$ cat src/rtl/sw_operand_sequencer.sv
// Switch-bank operand loader and LED result pager for a start/valid arithmetic unit.
// Optional build macro SEQ_ECHO_EN: live switch preview on the LEDs while loading.
module sw_operand_sequencer #(
  parameter int SW_W    = 16,
  parameter int WORD_W  = 32,
  parameter int NUM_OPS = 2,
  parameter int CTRL_W  = 5,
  parameter int FLAG_W  = 5,
  parameter int TIMEOUT = 1023
) (
  input  logic                      clk,
  input  logic                      rst,
  input  logic [SW_W-1:0]           sw,
  input  logic                      step,
  output logic [SW_W-1:0]           led,
  output logic [NUM_OPS*WORD_W-1:0] op_bus,
  output logic [CTRL_W-1:0]         ctrl,
  output logic                      start,
  input  logic                      valid_in,
  input  logic [WORD_W-1:0]         result_in,
  input  logic [FLAG_W-1:0]         flags_in,
  output logic                      busy,
  output logic                      timed_out
);

  localparam int PAGES = WORD_W / SW_W;
  localparam int NSLOT = NUM_OPS * PAGES;
  localparam int OP_W  = $clog2(NUM_OPS + 1);
  localparam int PG_W  = $clog2(PAGES + 1);
  localparam int IDX_W = $clog2(NSLOT + 1);
  localparam int TM_W  = (TIMEOUT > 1) ? $clog2(TIMEOUT) : 1;
  localparam logic [TM_W-1:0] TM_LAST = TM_W'((TIMEOUT > 0) ? TIMEOUT - 1 : 0);

  localparam logic [2:0] S_LOAD  = 3'd0;
  localparam logic [2:0] S_CTRL  = 3'd1;
  localparam logic [2:0] S_START = 3'd2;
  localparam logic [2:0] S_WAIT  = 3'd3;
  localparam logic [2:0] S_SHOW  = 3'd4;

  logic [2:0]                state_q, state_d;
  logic [OP_W-1:0]           op_q, op_d;
  logic [PG_W-1:0]           page_q, page_d;
  logic [NUM_OPS*WORD_W-1:0] opBus_q, opBus_d;
  logic [CTRL_W-1:0]         ctrl_q, ctrl_d;
  logic [WORD_W-1:0]         result_q, result_d;
  logic [FLAG_W-1:0]         flags_q, flags_d;
  logic [TM_W-1:0]           timer_q, timer_d;
  logic                      timedOut_q, timedOut_d;
  logic [IDX_W-1:0]          stepIdx;

  // Linear page index; naturally equals NSLOT in CTRL because op has rolled past the last operand.
  assign stepIdx = IDX_W'(op_q) * IDX_W'(PAGES) + IDX_W'(page_q);

  always_comb begin
    state_d    = state_q;
    op_d       = op_q;
    page_d     = page_q;
    opBus_d    = opBus_q;
    ctrl_d     = ctrl_q;
    result_d   = result_q;
    flags_d    = flags_q;
    timer_d    = timer_q;
    timedOut_d = timedOut_q;
    case (state_q)
      S_LOAD: begin
        if (step) begin
          for (int k = 0; k < NSLOT; k++) begin
            if (stepIdx == IDX_W'(k)) opBus_d[k*SW_W +: SW_W] = sw;
          end
          if (page_q == PG_W'(PAGES - 1)) begin
            page_d = '0;
            op_d   = op_q + 1'b1;
            if (op_q == OP_W'(NUM_OPS - 1)) state_d = S_CTRL;
          end else begin
            page_d = page_q + 1'b1;
          end
        end
      end
      S_CTRL: begin
        if (step) begin
          ctrl_d     = sw[CTRL_W-1:0];
          timedOut_d = 1'b0;
          state_d    = S_START;
        end
      end
      S_START: begin
        timer_d = '0;
        state_d = S_WAIT;
      end
      S_WAIT: begin
        timer_d = timer_q + 1'b1;
        // A valid result on the final timeout cycle still counts as a normal completion.
        if (valid_in) begin
          result_d = result_in;
          flags_d  = flags_in;
          state_d  = S_SHOW;
        end else if ((TIMEOUT != 0) && (timer_q == TM_LAST)) begin
          result_d   = '0;
          flags_d    = '0;
          timedOut_d = 1'b1;
          state_d    = S_SHOW;
        end
      end
      S_SHOW: begin
        if (step) begin
          if (page_q == PG_W'(PAGES)) begin
            state_d = S_LOAD;
            op_d    = '0;
            page_d  = '0;
          end else begin
            page_d = page_q + 1'b1;
          end
        end
      end
      default: state_d = S_LOAD;
    endcase
  end

  always_ff @(posedge clk) begin
    if (rst) begin
      state_q    <= S_LOAD;
      op_q       <= '0;
      page_q     <= '0;
      opBus_q    <= '0;
      ctrl_q     <= '0;
      result_q   <= '0;
      flags_q    <= '0;
      timer_q    <= '0;
      timedOut_q <= 1'b0;
    end else begin
      state_q    <= state_d;
      op_q       <= op_d;
      page_q     <= page_d;
      opBus_q    <= opBus_d;
      ctrl_q     <= ctrl_d;
      result_q   <= result_d;
      flags_q    <= flags_d;
      timer_q    <= timer_d;
      timedOut_q <= timedOut_d;
    end
  end

  always_comb begin
    led = '0;
    case (state_q)
      S_LOAD, S_CTRL: begin
`ifdef SEQ_ECHO_EN
        led = sw ^ {stepIdx[0], {(SW_W-1){1'b0}}};
`else
        led = SW_W'(stepIdx);
`endif
      end
      S_START, S_WAIT: led = '1;
      S_SHOW: begin
        led = SW_W'(flags_q);
        for (int k = 0; k < PAGES; k++) begin
          if (page_q == PG_W'(k)) led = result_q[k*SW_W +: SW_W];
        end
      end
      default: led = '0;
    endcase
  end

  assign op_bus    = opBus_q;
  assign ctrl      = ctrl_q;
  assign start     = (state_q == S_START);
  assign busy      = (state_q == S_START) || (state_q == S_WAIT);
  assign timed_out = timedOut_q;

endmodule
$ cat config.mk
export PLATFORM = sky130hd
export DESIGN_NAME = sw_operand_sequencer
export DESIGN_NICKNAME = d
export VERILOG_FILES = /design/src/rtl/sw_operand_sequencer.sv
export SDC_FILE = /design/constraint.sdc
export NUM_CORES = 1
export LEC_CHECK = 0
export ABC_CLOCK_PERIOD_IN_PS = 2700
export CAP_MARGIN = 20
export CORE_UTILIZATION = 47
export CTS_CLUSTER_SIZE = 30
export DETAILED_ROUTE_END_ITERATION = 12
export HOLD_SLACK_MARGIN = 0.15
export PLACE_DENSITY = 0.77
export SETUP_SLACK_MARGIN = 0.4
export SYNTH_ARGS = -nofsm -noshare
export SYNTH_HDL_FRONTEND = slang
export SYNTH_SLANG_ARGS = --single-unit
$ cat constraint.sdc
create_clock -name clk -period 2.7 [get_ports clk]
set_clock_uncertainty 0.15 [all_clocks]
set_input_delay 0.675 -clock clk [delete_from_list [all_inputs] [get_ports clk]]
set_output_delay 0.675 -clock clk [all_outputs]
set_load 0.01 [all_outputs]
# Word-level counts from Yosys, hierarchy flattened
# Cells that the tools add are included.
# Widths: inputs -> output; s select.
dict set report word_totals {
  out_inout_bits 88
  word_cells 87
  in_bits 57
  reg_bits 124
}
dict set report classes {
  eq_ne 20
  n_mux 31
  addsub 4
  reduce_logical 20
}
# operator count
set op_table {}
lappend op_table {{$mux 32} 2}
lappend op_table {{$pmux 16 s3} 1}
lappend op_table {{$mux 16} 2}
lappend op_table {{$mux 3} 8}
lappend op_table {{$pmux 10 s2} 1}
lappend op_table {{$mux 2} 8}
lappend op_table {{$ne 2x2->1 const B} 8}
lappend op_table {{$pmux 3 s5} 1}
lappend op_table {{$reduce_and 3->1} 5}
lappend op_table {{$eq 3x2->1 const B} 4}
lappend op_table {{$add 10x1->10 const B} 1}
lappend op_table {{$eq 10x10->1 const B} 1}
lappend op_table {{$mux 5} 2}
lappend op_table {{$pmux 2 s2} 2}
lappend op_table {{$reduce_bool 2->1} 4}
lappend op_table {{$reduce_and 7->1} 1}
lappend op_table {{$eq 3x1->1 const B} 2}
lappend op_table {{$logic_not 3->1} 2}
lappend op_table {{$reduce_and 5->1} 1}
lappend op_table {{$add 2x1->2 const B} 2}
lappend op_table {{$eq 2x1->1 const B} 2}
lappend op_table {{$reduce_and 2->1} 2}
lappend op_table {{$reduce_and 4->1} 1}
lappend op_table {{$reduce_or 2->1} 2}
lappend op_table {{other kinds (8)} 10}

# Longest topological paths before layout
# Gate-level depths: netlist of run 1.
dict set report depth {
  ltp_word 5
  depth_mapped 7
  mapped_depth_nobuf 6
}

# Least setup slack after synthesis of run 1
# OpenSTA, ideal clock, no wires.
dict set report synth_timing {
  path_kind {input to register}
  from {in step}
  to {reg opBus_q[37] (netlist: op_bus[37])}
  arrival_ns 2.101
  path_stages 6
  required_time_ns 2.422
  setup_slack_ns 0.322
  n_path_buf 2
  setup_ns 0.128
  cell_sequence {or4b_4 > or4b_1 > buf_6 > buf_12 > mux2i_1 > nor2_1}
}
dict set report synth_between {
  elab_chain_len 1
}
# item line
set synth_lines {}
lappend synth_lines {{start, declared} 14} ;# input logic step,
lappend synth_lines {{$reduce_and 3->1 (no line)} --}
lappend synth_lines {{end signal, assigned} 134} ;# opBus_q <= opBus_d;
lappend synth_lines {{end, declared} 43} ;# logic [NUM_OPS*WORD_W-1:0] opBus_q, opBus_d;
# Every way passes these cells.
# A chain may end at the register's enable or synchronous reset.

# Worst setup path in the final report of run 1
dict set report layout_timing {
  from {reg state_q[2]}
  to {out led[0]}
}
dict set report layout_between {
  elab_chain_len 3
  elab_cells_between_ends 8
  cone_classes {eq/ne: 4; mux: 1; reduce/logical: 3}
}
# item line
set layout_lines {}
lappend layout_lines {{start, declared} 40} ;# logic [2:0] state_q, state_d;
lappend layout_lines {{start signal, assigned} 131} ;# state_q <= state_d;
lappend layout_lines {{$eq 3x2->1, or another cell as far along} 145} ;# case (state_q)
lappend layout_lines {{$reduce_or 2->1} 145}
lappend layout_lines {{$pmux 16 s3 (*)} 145}
lappend layout_lines {{end, declared} 15} ;# output logic [SW_W-1:0] led,
# Every way passes the cells marked *; elsewhere a longest branch is shown, timed or not.

==> out/results.txt, run 1 <==
The flow ran to the end, but the final reports show violations. The final reports fail on setup timing. After detailed routing, the total wire length is 14.1 mm.

For the number of endpoints failing setup at the final stage, the log shows 15. The worst hold path begins at flags_q[2]. The placed instance count was 739; the count of cells along the worst register-to-register path was 6. Sequential fraction of design power: 0.403. The count of state elements after synthesis works out to 124.

Post-synthesis to final-layout area growth: 54.6%. The adder and majority gate portion of the synthesized area came out at 0.0103. The post-route clock period utilization works out to 1.04. The region available for standard cell placement spans 9910 um^2.

At the pin with the least slew margin, the transition time is 0.755 ns. Total clock buffers created by CTS: 17. The count of buffers added on input and output ports is 144.

For the worst path setup slack after routing, the log shows -0.107 ns. The initial antenna violation count was 0; the number of buffers inserted for hold repair after clock tree synthesis was 0. The maximum number of pins on one net before global-route repair is 71, and the switching power share of the total is 0.223. The congestion estimate from routability-driven global placement came to 0.781. The H-tree generated during clock tree synthesis spans 4 levels. The worst register-to-register path has a setup slack of 0.35 ns. The floorplan die width was 104 um; the post-synthesis instance area was 4860 um^2. In the final routed layout, each cell accounts on average for 18.0 um.

The number of nets in the synthesized netlist is 530. The fmax was 356 MHz; the vertical die dimension was 104 um. The number of filler cells placed in the layout is 635. In the layout the commonest cells are dfxtp_1, clkdlybuf4s50_1, nor2_1. The endpoint arrival time on the critical path was 1.98 ns. The tools report the setup TNS after final layout as -1.04 ns. The portion of netlist area occupied by mux cells is 0.155, and the synthesized-area fraction occupied by and/or/nand/nor cells is 0.142. Across the run, the number of max-cap violations was 0. The share of layout cells above drive strength 1 was 0.189; the number of top-level pins was 145. At the worst endpoint, the required time is 1.88 ns.

The tools report the die outline area as 10,800 um^2. The tools report the final count of pins violating max slew as 0. Summed over all cells, the static leakage comes to 0.00323 uW. The endpoint identified for the worst register-to-register timing path is op_bus[32]. The main flop type after synthesis was dfxtp_1. The tools report the sequential element share of the synthesized area as 0.511. Startpoint kind of the worst setup timing path: a register. TritonCTS built the clock tree. The total power is 4700 uW, and the xor and xnor fraction of the mapped netlist area is 0.0180.

Across the whole layout, storage elements account for 2490 um^2. For the worst-skew pair, the clock arrives at the later sink with an insertion delay of 0.52 ns. After floorplanning, the core was divided into 36 placement rows. The endpoint of the worst hold path is flags_q[2]. Slowest library cell on the worst path: or3b_4. The run gives 0 as the residual overflow from global routing. The first global-routing pass estimated 21.5 mm of wire.

The clock passes through at most 2 buffers. The cell sitting at the root of the clock tree is a clkbuf_8. After clock tree synthesis, the clock-pin slew on the worst setup and hold paths is 0.06 ns. The startpoint identified for the worst register-to-register timing path is state_q[1].

The initial core utilization was 0.491; the worst-case vdd ir drop was 560 uV. Cell internal power was estimated by the tool at 3650 uW. Yosys mapped a number of flops with a built-in enable equal to 0. The largest driver fanout on the critical path came out at 4.

The worst-case headroom to the max-slew limit is 0.496. Dividing the detail-routed via count by the number of cells gives 5.50. The number of different library cells used by synthesis comes to 51. Among the stages of the critical path, the cell type that occurs most often is buf_6. The total routing usage reported by global routing is 0.253. Dominant combinational cell family by area after synthesis: multiplexers.

The critical path goes through or3b_4 -> buf_4 -> buf_6 -> buf_6 -> o22ai_2 -> buf_2. The routed design could run at a clock period as short as 2.81 ns. Pre-CTS setup slack: -0.171 ns.

dfxtp_1 takes more of the synthesized area than any other cell. The final layout contains 698 nets. The tools report the detailed-placement wirelength estimate as 8.56 mm. The setup path with the least slack is of type reg -> out. The share of the synthesized area in the top cell type was 0.511.

After detailed routing, the number of remaining DRC violations is 0. The number of instances on the worst hold path is 1, and the total via count in the routed design is 4,305. Summed over all nets, the switching power comes to 1050 uW. The highest cell delay on the worst timing path is 0.42 ns, and the warning count from the yosys run is 0. The via count of the first global-routing pass came out at 4,173. For the final hold violation count, the log shows 0. By area the synthesized netlist is led by dfxtp_1, mux2i_1, nor2_1.

The worst setup path is captured at an output port. The type of the worst min-delay path was reg -> reg. The logs give 0.510 for the clock group share of total power and 5 for the count of TritonRoute iterations in the first routing pass. The violation count after the first detailed-route iteration came out at 191. The footprint of the multi-input gates is 2360 um^2, and the antenna cell count is 0. The synthesized area per cell is 10.4 um^2, and the fraction of registers with async set/reset is 0. The detail route stage leaves a number of antenna-violating nets equal to 0. Clock tree synthesis found a total of 124 sinks. The power density of the placed cells was 625 nW/um^2; the synthesized-area fraction occupied by ao, oa, aoi and oai cells was 0.129.

Synthesis handed over a netlist of 469 instances. The final cell count without fillers is 783. Setup repair after global routing could not meet its margin everywhere.

The combinational cell fraction of total power came out at 0.088.
[how the worst max path moves through the flow]
stage	start	endpoint	slack (ns)	cells past startpoint
final	state_q[2]	led[0]	-0.11	6
after CTS	state_q[0]	led[11]	-0.12	6
after global placement	step	op_bus[39]	-0.14	6
after detailed placement	step	op_bus[45]	-0.17	6
after global routing	state_q[2]	led[7]	-0.17	6
after floorplan	step	op_bus[37]	0.32	6
[kinds of logic after synthesis]
kind of cell,Yosys count
and+or+nand+nor,140
AOI/OAI and AO/OA,79
xor gates and xnor gates,10
DFF,124
adders and majority gates,4
buffers and inverters,37
muxes,75
[registers in the layout (all words and copies together) (netlist names)]
signal,count
ctrl,5
timer_q,10
state_q,3
flags_q,5
result_q,32
op_bus,64
op_q,2
page_q,2
timed_out,1
[layer usage]
layer,share of wire,vias to the layer above,global-route usage
met4,0.022,0,0.111
met3,0.045,25,0.0617
met1,0.43,2124,0.305
li1,-,2027,-
met5,0,-,0
met2,0.51,129,0.427
[synth_stat cells (2+ instances only)]
| master | instances |
|---|---|
| ha_1 | 4 |
| a211oi_1 | 2 |
| and3b_1 | 2 |
| inv_1 | 2 |
| o22ai_1 | 3 |
| and2_1 | 2 |
| nand2_1 | 9 |
| mux2i_1 | 74 |
| buf_4 | 2 |
| a2111oi_0 | 2 |
| nor2b_1 | 4 |
| a31oi_1 | 3 |
| xor2_1 | 9 |
| nand3_1 | 4 |
| buf_2 | 2 |
| and4_1 | 2 |
| nor3_1 | 3 |
| nand3b_1 | 3 |
| o21ai_0 | 3 |
| a22o_1 | 37 |
| a221o_1 | 11 |
| a21oi_1 | 13 |
| dfxtp_1 | 124 |
| nand2b_1 | 2 |
| nor2_1 | 92 |
| buf_1 | 3 |
| nand4_1 | 3 |
| and4b_1 | 2 |
| clkbuf_1 | 25 |
[metrics by stage]
step | area, um^2 | utilization | hold slack, ns
2_1_floorplan | 4870 | - | 0.299
3_3_place_gp | 6590 | 0.665 | 0.307
3_5_place_dp | 6590 | 0.665 | 0.317
4_1_cts | 7320 | 0.738 | 0.326
5_1_grt | 7520 | 0.759 | 0.341
6_report | 7520 | 0.759 | 0.329
[cell type report]
type | instances | share of cell area
flip-flops and latches | 124 | 0.331
multi-input cells | 308 | 0.314
repair buffers | 183 | 0.247
clock buffers | 19 | 0.0588
clock inverters | 13 | 0.0251
well taps | 133 | 0.0221
inverters | 3 | 0.00183
[critical path, delay by kind of cell (launching register included)]
kind	cells	cell delay [ns]
buffers and inverters	4	0.54
flip-flops	1	0.34
AND/OR/NAND/NOR	1	0.42
AO/OA/AOI/OAI	1	0.15
[power groups by stage]
stage / Combinational, uW / Clock, uW / Sequential, uW
6_report: 412 / 2400 / 1890
3_5_place_dp: 388 / 0 / 1930
3_3_place_gp: 380 / 0 / 1930
4_1_cts: 400 / 2410 / 1890
2_1_floorplan: 150 / 0 / 1940
5_1_grt: 436 / 2510 / 1890
[what timing repair did]
item	in CTS	in global routing
gates cloned	3	2
gates resized for setup	102	38
buffers inserted	4	3
setup endpoints to repair	35	44
hold endpoints to repair	0	0
pin swaps	3	10
Power figures use the tool's default switching activity.
==> run 2: changes to the inputs <==
Settings changed: CORE_UTILIZATION 47 to 59, DONT_BUFFER_PORTS from default to 1, PLACE_DENSITY 0.77 to 0.72.
==> out/results.txt, run 2 (synthesis gave the netlist of run 1 again) <==
The run finished with clean final reports. The flip-flop count of the largest register, all copies and words added was 64; the detailed-placement wirelength estimate was 6.84 mm. Port buffering added 0 buffers. Clock-pin slew was measured on the worst setup and hold paths at 0.06 ns. The worst register-to-register path ends at op_bus[35]. The deepest clock path buffer count came out at 2. Once layout is done, the placed cells without fillers occupy 6340 um^2. TritonCTS built the clock tree. The fmax was 376 MHz. The clock group share of total power was 0.505. The internal power of the cells totals 3360 uW. The tools report the number of levels the H-tree was split into as 4.

In this run the horizontal extent of the chip is 92.8 um. Row generation in the floorplan step produced 32 rows. 145 I/O pins were placed. The via count of the first global-routing pass was 3,916; the power density of the placed cells was 693 nW/um^2.

Counting the fill cells in the layout gives 467. The worst register-to-register path begins at state_q[1]. At the pin with the least slew margin, the transition time is 0.595 ns. Summed over all cells, the static leakage comes to 0.00265 uW.

The run gives 0.619 as the initial core utilization. The count of max-cap constraint violations is 0, and the switching power share of the total is 0.236. The sequential fraction of design power came out at 0.435.

The congestion estimate from routability-driven global placement came to 0.789. The critical path is of the reg -> out type. Once placement completed, the tool counted placed cells totaling 553.

Following the worst setup path forward leads to its endpoint at led[12]. The worst-case headroom to the max-slew limit came out at 0.603. The tools report the later-pin clock latency in the skew report as 0.51 ns. The post-synthesis to final-layout area growth came out at 30.4%. 0 antenna diodes ended up in the layout. Summed over all nets, the switching power comes to 1030 uW.

In the final routed layout, each cell accounts on average for 19.8 um. For flop-to-flop paths, the worst setup slack is 0.37 ns. The floorplan step defined a die boundary enclosing 8610 um^2.

Setup repair after global routing could not meet its margin everywhere. Wires add up to 12.7 mm. STA puts the critical path data arrival time at 1.83 ns. The run gives 0.060 as the combinational cell fraction of total power.

For the final routed database, the setup TNS stands at 0 ns. Along the worst path, the maximum fanout reaches 5. The clock period could shrink to 2.66 ns. For the total clock buffers created by CTS, the log shows 17. Leaving out fill and tap cells, the most frequent cell in the layout is dfxtp_1. CTS placed an instance of clkbuf_8 at the clock tree root. Registers take 2490 um^2. The pre-antenna-repair detailed-routing pass consisted of 5 iterations.

The run gives 4390 uW as the total power. The count of cells along the worst register-to-register path came out at 6. The count of antenna-violating nets left after detailed routing is 0, and the post-layout net count is 587.

The share of layout cells above drive strength 1 works out to 0.189. The type of the worst min-delay path was in -> reg. The tools report the startpoint kind of the worst setup timing path as a register. The core region is 7850 um^2. The initial antenna violation count was 0. Leaving out fill and tap cells, the most frequent cells in the layout are dfxtp_1, nor2_1, mux2i_1. For the wire length of the first global-routing pass, the log shows 19.7 mm. Tracing the worst setup path back leads to its startpoint at state_q[1].

The logs give 247 for the violation count after the first detailed-route iteration and 2370 um^2 for the footprint of the multi-input gates. After detailed routing, the number of remaining DRC violations is 0. The total routing usage reported by global routing is 0.293, and the data required time of the critical path is 1.88 ns. The final count of pins violating max slew is 0. The run gives 641 as the final cell count without fillers. The post-route clock period utilization is 0.985, and the number of endpoints failing setup at the final stage is 0. The final hold violation count was 0. The instance area at placement came out at 4970 um^2. The die is 92.8 um tall. Number of clock sinks: 124.

The tools report the endpoint kind of the worst setup timing path as an output port. The residual overflow from global routing is 0, and the worst-case vdd ir drop is 542 uV. The maximum number of pins on one net before global-route repair was 79; the routed via count divided by cell count was 6.07.

The total via count in the routed design was 3,892; the final core utilization was 0.808.
-- run 2: worst min path at each step --
stage	endpoint	cells after the start	startpoint
finish	op_bus[50]	2	sw[2]
CTS	op_bus[49]	2	sw[1]
detailed placement	result_q[3]	1	result_q[3]
global route	result_q[22]	1	result_in[22]
global placement	result_q[17]	1	result_q[17]
floorplan	result_q[0]	1	result_q[0]
-- run 2: timing repair --
action	in CTS	in global routing
pin swaps	5	12
cloned	2	1
setup buffers	10	3
gates resized for setup	42	19
endpoints found under the setup margin	18	58
hold endpoints to repair	114	3
hold buffers	37	3
-- run 2: critical path: stages, from the launching register on --
cell and delay, ns:
dfxtp_2 0.32, or3b_4 0.43, nor3_4 0.20, buf_6 0.16
a221o_1 0.21
-- run 2: per-layer routing --
| metal | global-route usage | part of all wire | up-vias | wire, um |
|---|---|---|---|---|
| met5 | 0 | 0 | - | 0 |
| met4 | 0.104 | 0.018 | 0 | 228 |
| met3 | 0.0969 | 0.074 | 23 | 937 |
| met2 | 0.492 | 0.51 | 184 | 6430 |
| met1 | 0.348 | 0.40 | 1879 | 5100 |
| li1 | - | - | 1806 | - |
-- run 2: through the flow --
stage | hold WS (ns) | setup slack [ns]
CTS | 0.150 | 0.0674
finish | 0.162 | 0.0408
global route | 0.151 | -0.0118
floorplan | 0.299 | 0.322
global placement | 0.312 | 0.351
detailed placement | 0.318 | 0.319
-- run 2: power by group through the flow --
stage | Combinational (uW) | Clock (uW) | Sequential, uW
global route | 281 | 2340 | 1910
finish | 264 | 2220 | 1910
CTS | 241 | 2220 | 1910
floorplan | 150 | 0 | 1940
global placement | 154 | 0 | 1950
detailed placement | 160 | 0 | 1950
-- run 2: cell type report --
class,instances,share of cell area
Timing Repair Buffer,72,0.118
Multi-Input combinational cell,308,0.374
Sequential cell,124,0.394
Tap cell,102,0.0201
Inverter,3,0.00197
Clock inverter,14,0.0249
Clock buffer,18,0.0675
